$ cat src/rtl/key_matrix_scan.sv
// 4x4 keypad scanner: one-cold row drive, 2-flop column sync, tick-based debounce, press strobe.
// Optional auto-repeat while a key is held is enabled by defining KEY_REPEAT_EN.
module key_matrix_scan #(
  parameter int unsigned SCAN_DIV   = 50000,
  parameter int unsigned DEB_TICKS  = 20,
  parameter int unsigned REP_DELAY  = 500,
  parameter int unsigned REP_PERIOD = 100
) (
  input  logic       clk,
  input  logic       rst,
  input  logic [3:0] col_in,
  output logic [3:0] row_out,
  output logic [7:0] row_col,
  output logic       key_value,
  output logic       key_busy
);

  localparam int unsigned DIV_W = $clog2(SCAN_DIV);
  localparam int unsigned DEB_W = $clog2(DEB_TICKS + 1);

  if (SCAN_DIV < 2 || DEB_TICKS < 1 || REP_DELAY < 1 || REP_PERIOD < 1) begin : g_param_check
    $error("key_matrix_scan: illegal parameter value");
  end

  typedef enum logic [1:0] {
    ST_SCAN      = 2'd0,
    ST_DEB_PRESS = 2'd1,
    ST_HELD      = 2'd2,
    ST_DEB_REL   = 2'd3
  } state_t;

  logic [3:0]       r_col_meta;
  logic [3:0]       r_col_s;
  logic [DIV_W-1:0] r_div;
  state_t           r_state;
  logic [3:0]       r_row;
  logic [3:0]       r_col_l;
  logic [DEB_W-1:0] r_deb_cnt;
  logic [7:0]       r_row_col;
  logic             r_key_value;
  logic             r_key_busy;

  state_t           w_state_nxt;
  logic [3:0]       w_row_nxt;
  logic [3:0]       w_col_l_nxt;
  logic [DEB_W-1:0] w_deb_nxt;
  logic [7:0]       w_row_col_nxt;
  logic             w_key_value_nxt;

  logic             w_tick;
  logic             w_col_valid;
  logic             w_col_idle;
  logic             w_col_same;
  logic [3:0]       w_row_rot;
  logic [DEB_W-1:0] w_deb_inc;
  logic             w_deb_done;

`ifdef KEY_REPEAT_EN
  localparam int unsigned REP_MAX = (REP_DELAY > REP_PERIOD) ? REP_DELAY : REP_PERIOD;
  localparam int unsigned REP_W   = $clog2(REP_MAX + 1);

  logic [REP_W-1:0] r_rep_cnt;
  logic             r_rep_first;
  logic [REP_W-1:0] w_rep_cnt_nxt;
  logic             w_rep_first_nxt;
  logic [REP_W-1:0] w_rep_inc;
  logic [REP_W-1:0] w_rep_limit;
  logic             w_rep_fire;

  // First re-strobe waits REP_DELAY ticks, later ones REP_PERIOD ticks.
  assign w_rep_inc   = r_rep_cnt + REP_W'(1);
  assign w_rep_limit = r_rep_first ? REP_W'(REP_DELAY) : REP_W'(REP_PERIOD);
  assign w_rep_fire  = (w_rep_inc == w_rep_limit);
`endif

  // Exactly one low column is a key; anything else reads as no key.
  always_comb begin
    unique case (r_col_s)
      4'b1110, 4'b1101, 4'b1011, 4'b0111: w_col_valid = 1'b1;
      default:                            w_col_valid = 1'b0;
    endcase
  end

  assign w_tick     = (r_div == DIV_W'(SCAN_DIV - 1));
  assign w_col_idle = (r_col_s == 4'hF);
  assign w_col_same = (r_col_s == r_col_l);
  assign w_row_rot  = {r_row[2:0], r_row[3]};
  assign w_deb_inc  = r_deb_cnt + DEB_W'(1);
  assign w_deb_done = (w_deb_inc >= DEB_W'(DEB_TICKS - 1));

  // Column synchroniser and free-running scan tick divider.
  always_ff @(posedge clk) begin
    if (rst) begin
      r_col_meta <= 4'hF;
      r_col_s    <= 4'hF;
      r_div      <= '0;
    end else begin
      r_col_meta <= col_in;
      r_col_s    <= r_col_meta;
      r_div      <= w_tick ? '0 : r_div + DIV_W'(1);
    end
  end

  // FSM state and the registers it owns.
  always_ff @(posedge clk) begin
    if (rst) begin
      r_state     <= ST_SCAN;
      r_row       <= 4'b1110;
      r_col_l     <= 4'hF;
      r_deb_cnt   <= '0;
      r_row_col   <= 8'hFF;
      r_key_value <= 1'b0;
      r_key_busy  <= 1'b0;
`ifdef KEY_REPEAT_EN
      r_rep_cnt   <= '0;
      r_rep_first <= 1'b1;
`endif
    end else begin
      r_state     <= w_state_nxt;
      r_row       <= w_row_nxt;
      r_col_l     <= w_col_l_nxt;
      r_deb_cnt   <= w_deb_nxt;
      r_row_col   <= w_row_col_nxt;
      r_key_value <= w_key_value_nxt;
      r_key_busy  <= (w_state_nxt != ST_SCAN);
`ifdef KEY_REPEAT_EN
      r_rep_cnt   <= w_rep_cnt_nxt;
      r_rep_first <= w_rep_first_nxt;
`endif
    end
  end

  // Next-state and output decode; everything advances only on a scan tick.
  always_comb begin
    w_state_nxt     = r_state;
    w_row_nxt       = r_row;
    w_col_l_nxt     = r_col_l;
    w_deb_nxt       = r_deb_cnt;
    w_row_col_nxt   = r_row_col;
    w_key_value_nxt = 1'b0;
`ifdef KEY_REPEAT_EN
    w_rep_cnt_nxt   = '0;
    w_rep_first_nxt = 1'b1;
`endif

    case (r_state)
      ST_SCAN: begin
        if (w_tick) begin
          if (w_col_valid) begin
            w_col_l_nxt = r_col_s;
            w_deb_nxt   = '0;
            w_state_nxt = ST_DEB_PRESS;
          end else begin
            w_row_nxt = w_row_rot;
          end
        end
      end

      ST_DEB_PRESS: begin
        if (w_tick) begin
          if (w_col_same) begin
            if (w_deb_done) begin
              w_row_col_nxt   = {r_row, r_col_l};
              w_key_value_nxt = 1'b1;
              w_state_nxt     = ST_HELD;
            end else begin
              w_deb_nxt = w_deb_inc;
            end
          end else begin
            w_state_nxt = ST_SCAN;
          end
        end
      end

      ST_HELD: begin
`ifdef KEY_REPEAT_EN
        w_rep_cnt_nxt   = r_rep_cnt;
        w_rep_first_nxt = r_rep_first;
`endif
        if (w_tick) begin
          if (w_col_idle) begin
            w_deb_nxt   = '0;
            w_state_nxt = ST_DEB_REL;
`ifdef KEY_REPEAT_EN
            w_rep_cnt_nxt   = '0;
            w_rep_first_nxt = 1'b1;
`endif
          end
`ifdef KEY_REPEAT_EN
          else if (w_rep_fire) begin
            w_key_value_nxt = 1'b1;
            w_rep_cnt_nxt   = '0;
            w_rep_first_nxt = 1'b0;
          end else begin
            w_rep_cnt_nxt = w_rep_inc;
          end
`endif
        end
      end

      ST_DEB_REL: begin
        if (w_tick) begin
          if (w_col_idle) begin
            if (w_deb_done) begin
              w_state_nxt = ST_SCAN;
              w_row_nxt   = w_row_rot;
            end else begin
              w_deb_nxt = w_deb_inc;
            end
          end else begin
            w_state_nxt = ST_HELD;
          end
        end
      end

      default: w_state_nxt = ST_SCAN;
    endcase
  end

  assign row_out   = r_row;
  assign row_col   = r_row_col;
  assign key_value = r_key_value;
  assign key_busy  = r_key_busy;

endmodule

$ cat config.mk
export PLATFORM = sky130hd
export DESIGN_NAME = key_matrix_scan
export DESIGN_NICKNAME = d
export VERILOG_FILES = /design/src/rtl/key_matrix_scan.sv
export SDC_FILE = /design/constraint.sdc
export NUM_CORES = 1
export LEC_CHECK = 0
export ABC_AREA = 1
export CORE_UTILIZATION = 35
export DETAILED_ROUTE_END_ITERATION = 7
export GPL_TIMING_DRIVEN = 1
export PLACE_DENSITY = 0.54
export SLEW_MARGIN = 10
export SYNTH_ARGS = -nofsm -noshare
export SYNTH_HDL_FRONTEND = slang
export SYNTH_SLANG_ARGS = --single-unit
$ cat constraint.sdc
create_clock -name clk -period 3 [get_ports clk]
set_input_delay 0.6 -clock clk [delete_from_list [all_inputs] [get_ports clk]]
set_output_delay 0.6 -clock clk [all_outputs]
set_load 0.02 [all_outputs]
-- Yosys cells after proc, flatten, opt, wreduce, memory -nomap -nowiden
Index checks and enable logic that the tools add are counted.
- add/sub/neg operators: 2
- multipliers: 0
- divide/modulo/power cells: 0
- order comparisons: 1
- equal/unequal tests: 20
- shift operators: 0
- mux-type cells: 29
- bitwise gates (word level): 3
- reduce and logical (&&, ||, !) cells: 10
- operator list (cell ; count):
    $mux 5 ; 9
    $mux 2 ; 10
    $mux 4 ; 5
    $ne 2x2->1 const B ; 10
    $pmux 5 s4 ; 1
    $add 16x1->16 const B ; 1
    $eq 16x16->1 const B ; 1
    $eq 4x4->1 const B ; 4
    $pmux 2 s4 ; 1
    $pmux 4 s2 ; 1
    $reduce_and 8->1 ; 1
    $reduce_or 4->1 ; 2
    $reduce_and 6->1 ; 1
    $add 5x1->5 const B ; 1
    $ge 5x5->1 const B ; 1
    $eq 2x2->1 const B ; 2
    $eq 4x3->1 const B ; 1
    $eq 4x4->1 ; 1
    $reduce_and 4->1 ; 1
    $reduce_bool 2->1 ; 2
    $not 1->1 ; 3
    $reduce_and 3->1 ; 1
    $eq 2x1->1 const B ; 1
    $logic_not 2->1 ; 1
    2 further kinds ; 3
- register bits after elaboration: 49
- latch bits: 0
- memory bits (writable): 0
- bits in read-only memories: 0
- output and inout port bits: 14
- logic and storage cells: 75
- memories: 0

-- Depth between registers and ports, before layout
Gate-level depths: netlist (run 1).
- depth after elaboration: 7
- mapped depth: 12
- gate-level depth less buffers: 12

-- Least setup slack after synthesis (run 1)
OpenSTA, ideal clock, no wires.
- kind: register -> register
- from: register r_deb_cnt[0]
- to: register r_row_col[3], in the netlist row_col[3]
- arrival time: 1.546 ns
- data required time: 2.862 ns
- path slack: 1.317 ns
- stages on the path, launching flop included: 12
- period minus slack after synthesis: 1.683 ns
- path through: dfxtp_1 inv_1 ha_1 o21bai_1 nor2_2 nand2_2 inv_2 nor2_4 nand2_2 buf_6 nand2_1 o211ai_2
- cells in the longest elaborated chain, start to end: 3
- RTL lines (element ; RTL line ; RTL):
    start, declared ; 38 ; logic [DEB_W-1:0] r_deb_cnt;
    start signal, assigned ; 122 ; r_deb_cnt <= w_deb_nxt;
    $add 5x1->5 ; 88 ; assign w_deb_inc = r_deb_cnt + DEB_W'(1);
    $ge 5x5->1 ; 89 ; assign w_deb_done = (w_deb_inc >= DEB_W'(DEB_TICKS - 1));
    $reduce_and 4->1 (no source line) ; - ;
    end signal, assigned ; 123 ; r_row_col <= w_row_col_nxt;
    end, declared ; 39 ; logic [7:0] r_row_col;
No other way between the ends.
A chain may end at the register's enable or synchronous reset.

-- Worst setup path after layout (run 1)
- from: register r_row[3], in the netlist row_out[3]
- to: output port row_out[3]
- RTL lines (element ; RTL line ; RTL):
    start, declared ; 36 ; logic [3:0] r_row;
    start signal, assigned ; 120 ; r_row <= w_row_nxt;
    end, declared ; 12 ; output logic [3:0] row_out,
No word-level cell between the ends.

==> impl_metrics.toml, run 1 <==
[run_status]
status = "finished clean"

[grt]
grt_max_degree = 20
grt_pass1_wl_mm = 8.169
track_usage_pct = 14.34
grt_overflow = 0
grt_pass1_vias = 1824
antenna_found_initial = 0

[synth]
synth_top_cells_by_count = "nand2_1, dfxtp_1, inv_1, nor2_1, nand3_1"
ys_seq_elements = 49
ys_top_cells_by_area = "dfxtp_1, nand2_1, nand3_1, inv_1, nor2_1"
syn_inst = 329
synth_warnings = 0
synthFlopType = "dfxtp_1"
yosysTopAreaCell = "dfxtp_1"
synth.most_common_cell = "nand2_1"
synthesis.area_mm2 = 0.002328
async_flop_share_pct = 0
avgSynthCellArea_um2 = 7.077
ys_seq_area_share_pct = 42.13
synth_top_area_share_pct = 42.13
synth_nets = 338
synth_edf_count = 0
synth.distinct_cells = 29

[worst_setup_path]
path_buf_inv = 1
r2r-end = "key_busy"
required_ns = 2.40
reg2regPathDepth = 11
crit_path_max_incr_delay_ns = 0.63
critPathMaxFanout = 4
reg2reg_slack_ns = 1.09
timing.rr.start = "r_deb_cnt[0]"
crit_type = "reg2out"
path_cells = "clkdlybuf4s50_1"
end_kind = "primary output"
critical_path.top_delay_family = "buffers and inverters"
slowest_stage = "clkdlybuf4s50_1"
crit_path_start_kind = "register"
arrival_ns = 1.33

[die]
die_h_um = 83.57
initial_utilization_pct = 36.46
core_mm2 = 0.006386
chipWidth_um = 83.57
io_pins = 20
die-area_mm2 = 0.006983
num_rows = 29

[clock_tree]
clock_path_buffers = 2
clkLatencyLatePin_ns = 0.30
hold_buffers = 0
cts_setup_buffers = 0
root_buffer = "clkbuf_8"
htree_levels = 2
clk_pin_slew_worst_paths_ns = 0.09
cts_made_buffers = 5
cts_resized = 0
cts_sinks = 49
cts_tree = "done"

[place]
gp_congestion = 0.7760
portBuffers = 19
postPlaceCellArea_mm2 = 0.002606
place_hpwl_mm = 3.367

[sta]
setup_viol = 0
whs_ns = 0.4126
fin_tns_setup_ns = 0
maxSlewViolCount = 0
fin_crit_ns = 1.932
fin_worst_skew_ns = 0.006690
finalHoldViolations = 0
fmax_ghz = 0.5175
worstMarginPinSlew_ns = 0.5796
relSlewSlack_pct = 61.26
finalCritPeriodShare_pct = 64.41
rsz0062_at_grt = "false"

[route]
ant_nets = 0
wl_per_cell_um = 10.61
drt-total-wl_mm = 4.573
drt_iter0_markers = 125
vias = 2014
via_per_inst = 4.673
post-route-drc-count = 0
drtPass1Iterations = 4

[min_path]
worstHoldStart = "r_col_meta[1]"
min_delay_path_depth = 1
hold_path_end = "r_col_s[1]"
holdCritPathClass = "reg2reg"

[cells_and_area]
post-route-util_pct = 42.91
drive_gt1_share_pct = 12.15
multi_input_area_mm2 = 0.001166
fillCellCount = 678
ff_latch_area_um2 = 980.9
nets = 362
diodes = 0
area_growth_syn_to_layout_pct = 17.68
fin_area_mm2 = 0.002740

[power]
power_mw = 1.253
power_density_mw_per_mm2 = 457.3
vdd_drop_max_mv = 0.2730
power_leakage_nw = 1.246

[job]
cap_violations = 0
[how the worst max path moves through the flow]
stage                 end         start  cells past startpoint
2_1_floorplan  row_col[3]  r_deb_cnt[0]                     11
3_3_place_gp    r_div[11]           rst                      5
3_5_place_dp     r_div[2]           rst                      5
4_1_cts        row_out[3]    row_out[3]                      1
5_1_grt          key_busy  r_deb_cnt[0]                     11
6_report       row_out[3]    row_out[3]                      1
[through the flow]
stage          worst slack (ns)  std cells
4_1_cts                   1.062        431
3_5_place_dp             0.8753        423
3_3_place_gp             0.9006        423
5_1_grt                  0.8551        431
6_report                  1.068        431
2_1_floorplan             1.317        329
[routing by layer]
layer | GRT usage, % | up-vias | wire [um]
met5 | 0 | - | 0
met3 | 2.967 | 5 | 115
met1 | 18.53 | 885 | 2332
li1 | - | 1094 | -
met2 | 23.65 | 30 | 2056
met4 | 5.085 | 0 | 69
[flip-flops by register name (all words and copies together), names as in the netlist]
signal,flops
key_value,1
r_state,2
row_col,8
r_deb_cnt,5
row_out,4
r_col_l,4
r_col_meta,4
r_col_s,4
r_div,16
key_busy,1
[cells by family (layout without fill, tap and decap cells)]
kind of cell    Yosys count  after routing  synth area share (%)
compound gates           29             29                 7.630
flops                    49             49                 42.13
xor+xnor                  3              3                 1.129
simple gates            199            199                 39.71
buf+inv                  46             71                 7.791
fa+ha+maj                 3              3                 1.612
[area by class of cell]
type | instances | area share (%)
tap | 77 | 3.516
timing repair buffer | 21 | 7.489
clock inverter | 3 | 2.374
sequential | 49 | 35.80
clock buffer | 5 | 2.511
inverter | 42 | 5.753
multi-input combinational | 234 | 42.56
[placed cells by master (no fill, tap or decap), drive strengths merged, types with 2 or more instances in the layout]
| master | count |
|---|---|
| nand2 | 91 |
| dfxtp | 49 |
| nor2 | 44 |
| inv | 41 |
| nand3 | 34 |
| clkdlybuf4s50 | 19 |
| a21oi | 15 |
| or2 | 13 |
| o21ai | 9 |
| nand4 | 7 |
| nor3 | 6 |
| clkbuf | 5 |
| o211ai | 4 |
| xor2 | 3 |
| ha | 3 |
| nor3b | 2 |
| bufinv | 2 |
| buf | 2 |
| clkinv | 2 |
[report_power, final]
| group | leakage [nW] | internal [mW] | total (mW) | switching [mW] |
|---|---|---|---|---|
| Sequential | 0.398 | 0.658 | 0.663 | 0.00461 |
| Combinational | 0.780 | 0.0191 | 0.0468 | 0.0276 |
| Clock | 0.0681 | 0.331 | 0.544 | 0.213 |
| Total | 1.25 | 1.01 | 1.25 | 0.245 |
Note: power is estimated with default switching activity, not from simulation.
==> run 2, diff against run 1 <==
--- a/config.mk
+++ b/config.mk
@@ -9,7 +9,7 @@
 export CORE_UTILIZATION = 35
 export DETAILED_ROUTE_END_ITERATION = 7
 export GPL_TIMING_DRIVEN = 1
-export PLACE_DENSITY = 0.54
+export PLACE_DENSITY = 0.56
 export SLEW_MARGIN = 10
 export SYNTH_ARGS = -nofsm -noshare
 export SYNTH_HDL_FRONTEND = slang
==> constraint.sdc (replaced) <==
create_clock -name clk -period 1.63 [get_ports clk]
set_input_delay 0.326 -clock clk [delete_from_list [all_inputs] [get_ports clk]]
set_output_delay 0.326 -clock clk [all_outputs]
set_load 0.02 [all_outputs]
==> impl_metrics.toml, run 2 (synthesis results as in run 1) <==
[worst_setup_path]
timing.rr.start = "r_deb_cnt[1]"
path_cells = "clkdlybuf4s50_1"
crit_type = "reg2out"
reg2reg_slack_ns = 0.05
slowest_stage = "clkdlybuf4s50_1"
critPathMaxFanout = 1
critical_path.top_delay_family = "buffers and inverters"
end_kind = "primary output"
arrival_ns = 1.26
r2r-end = "key_busy"
reg2regPathDepth = 12
path_buf_inv = 1
crit_path_max_incr_delay_ns = 0.61
crit_path_start_kind = "register"
required_ns = 1.30

[route]
dr_wl_met2_mm = 2.319
drt-total-wl_mm = 5.173
ant_nets = 0
via_per_inst = 4.657
m1WireLength_mm = 2.654
drt_iter0_markers = 113
vias = 2133
post-route-drc-count = 0
wl_per_cell_um = 11.29
drtPass1Iterations = 4
highest_layer = "met4"
wl_met3_um = 160

[die]
die-area_mm2 = 0.006983
core_mm2 = 0.006386
num_rows = 29
chipWidth_um = 83.57
io_pins = 20
die_h_um = 83.57
initial_utilization_pct = 36.46

[cells_and_area]
layout_common_cells = "nand2_1, dfxtp_1, inv_1"
area_growth_syn_to_layout_pct = 30.58
fillCellCount = 648
fin_area_mm2 = 0.003040
max_flop_register = "r_div"
diodes = 0
final_common_cell = "nand2_1"
nets = 389
drive_gt1_share_pct = 24.15
largest_reg_flops = 16
post-route-util_pct = 47.61
instances_no_fill = 458

[sta]
worstMarginPinSlew_ns = 0.3109
rsz0062_at_grt = "true"
maxSlewViolCount = 0
finalCritPeriodShare_pct = 97.18
finalHoldViolations = 0
fmax_ghz = 0.6313
fin_worst_skew_ns = 0.01258
fin_tns_setup_ns = 0
setup_viol = 0
fin_crit_ns = 1.584
relSlewSlack_pct = 79.27

[place]
postPlaceCellArea_mm2 = 0.002785
place_hpwl_mm = 3.691
gp_congestion = 0.7981
dpl.cell_count = 445
portBuffers = 19

[min_path]
holdCritPathClass = "reg2reg"
worstHoldStart = "r_col_meta[3]"
hold_path_end = "r_col_s[3]"
min_delay_path_depth = 1

[power]
power_mw = 2.046
vdd_drop_max_mv = 0.3746
power_leakage_nw = 1.418
power_density_mw_per_mm2 = 673.1

[run_status]
status = "finished clean"

[clock_tree]
root_buffer = "clkbuf_8"
clk_pin_slew_worst_paths_ns = 0.09
cts_tree = "done"
cts_sinks = 49
hold_buffers = 0
htree_levels = 2
clkLatencyLatePin_ns = 0.30
cts_made_buffers = 5
clock_path_buffers = 2

[grt]
grt_overflow = 0
antenna_found_initial = 0
track_usage_pct = 14.87
grt_pass1_vias = 1891
grt_pass1_wl_mm = 8.480
grt_max_degree = 19

[job]
cap_violations = 0
[run 2: changes by cell type in the layout (fill, tap and decap cells not counted), sizes merged]
cell           delta
dlygate4sd2       +4
nand2             +1
clkinvlp          +1
clkinv            -1
clkbuf            +2
clkdlybuf4s50     -6
dlymetal6s2s      +2
bufinv            -2
buf              +26
[run 2: through the flow]
| stage | hold WS, ns | worst slack [ns] |
|---|---|---|
| after floorplan | 0.3895 | 0.002630 |
| after global placement | 0.3908 | -0.01190 |
| after detailed placement | 0.3960 | -0.05546 |
| after CTS | 0.4184 | 0.0009091 |
| after global routing | 0.4306 | -0.07367 |
| final | 0.4146 | 0.04592 |
[run 2: timing repair]
item,4_1_cts,5_1_grt
setup buffers,0,4
pin swaps,0,16
resized for setup,7,38
cloned,0,1
hold endpoints to repair,0,0
endpoints found under the setup margin,18,26
[run 2: power breakdown]
part	internal, mW	switching [mW]
clock	0.305	0.410
sequential	1.21	0.0107
combinational	0.0492	0.0620
[run 2: routing by layer]
layer / GRT usage (%) / up-vias
li1: - / 1147
met1: 20.64 / 950
met2: 23.58 / 34
met3: 3.066 / 2
met4: 3.698 / 0
met5: 0 / -
[run 2: layout make-up]
type / instances / area (um2) / area share (%)
inverters: 42 / 160.2 / 5.267
well taps: 77 / 96.34 / 3.169
repair buffers: 47 / 416.7 / 13.70
multi-input cells: 235 / 1289 / 42.39
flip-flops and latches: 49 / 994.7 / 32.72
clock inverters: 1 / 7.507 / 0.2469
clock buffers: 7 / 76.32 / 2.510
[run 2: how the worst max path moves through the flow]
stage | from | endpoint | slack (ns) | cells after the start
final | key_busy | key_busy | 0.05 | 1
after global routing | r_deb_cnt[0] | key_busy | -0.07 | 11
after CTS | r_deb_cnt[0] | key_busy | 0.0009 | 11
after detailed placement | r_deb_cnt[0] | key_busy | -0.06 | 11
after global placement | r_deb_cnt[1] | key_busy | -0.01 | 10
after floorplan | r_deb_cnt[0] | row_col[3] | 0.003 | 11
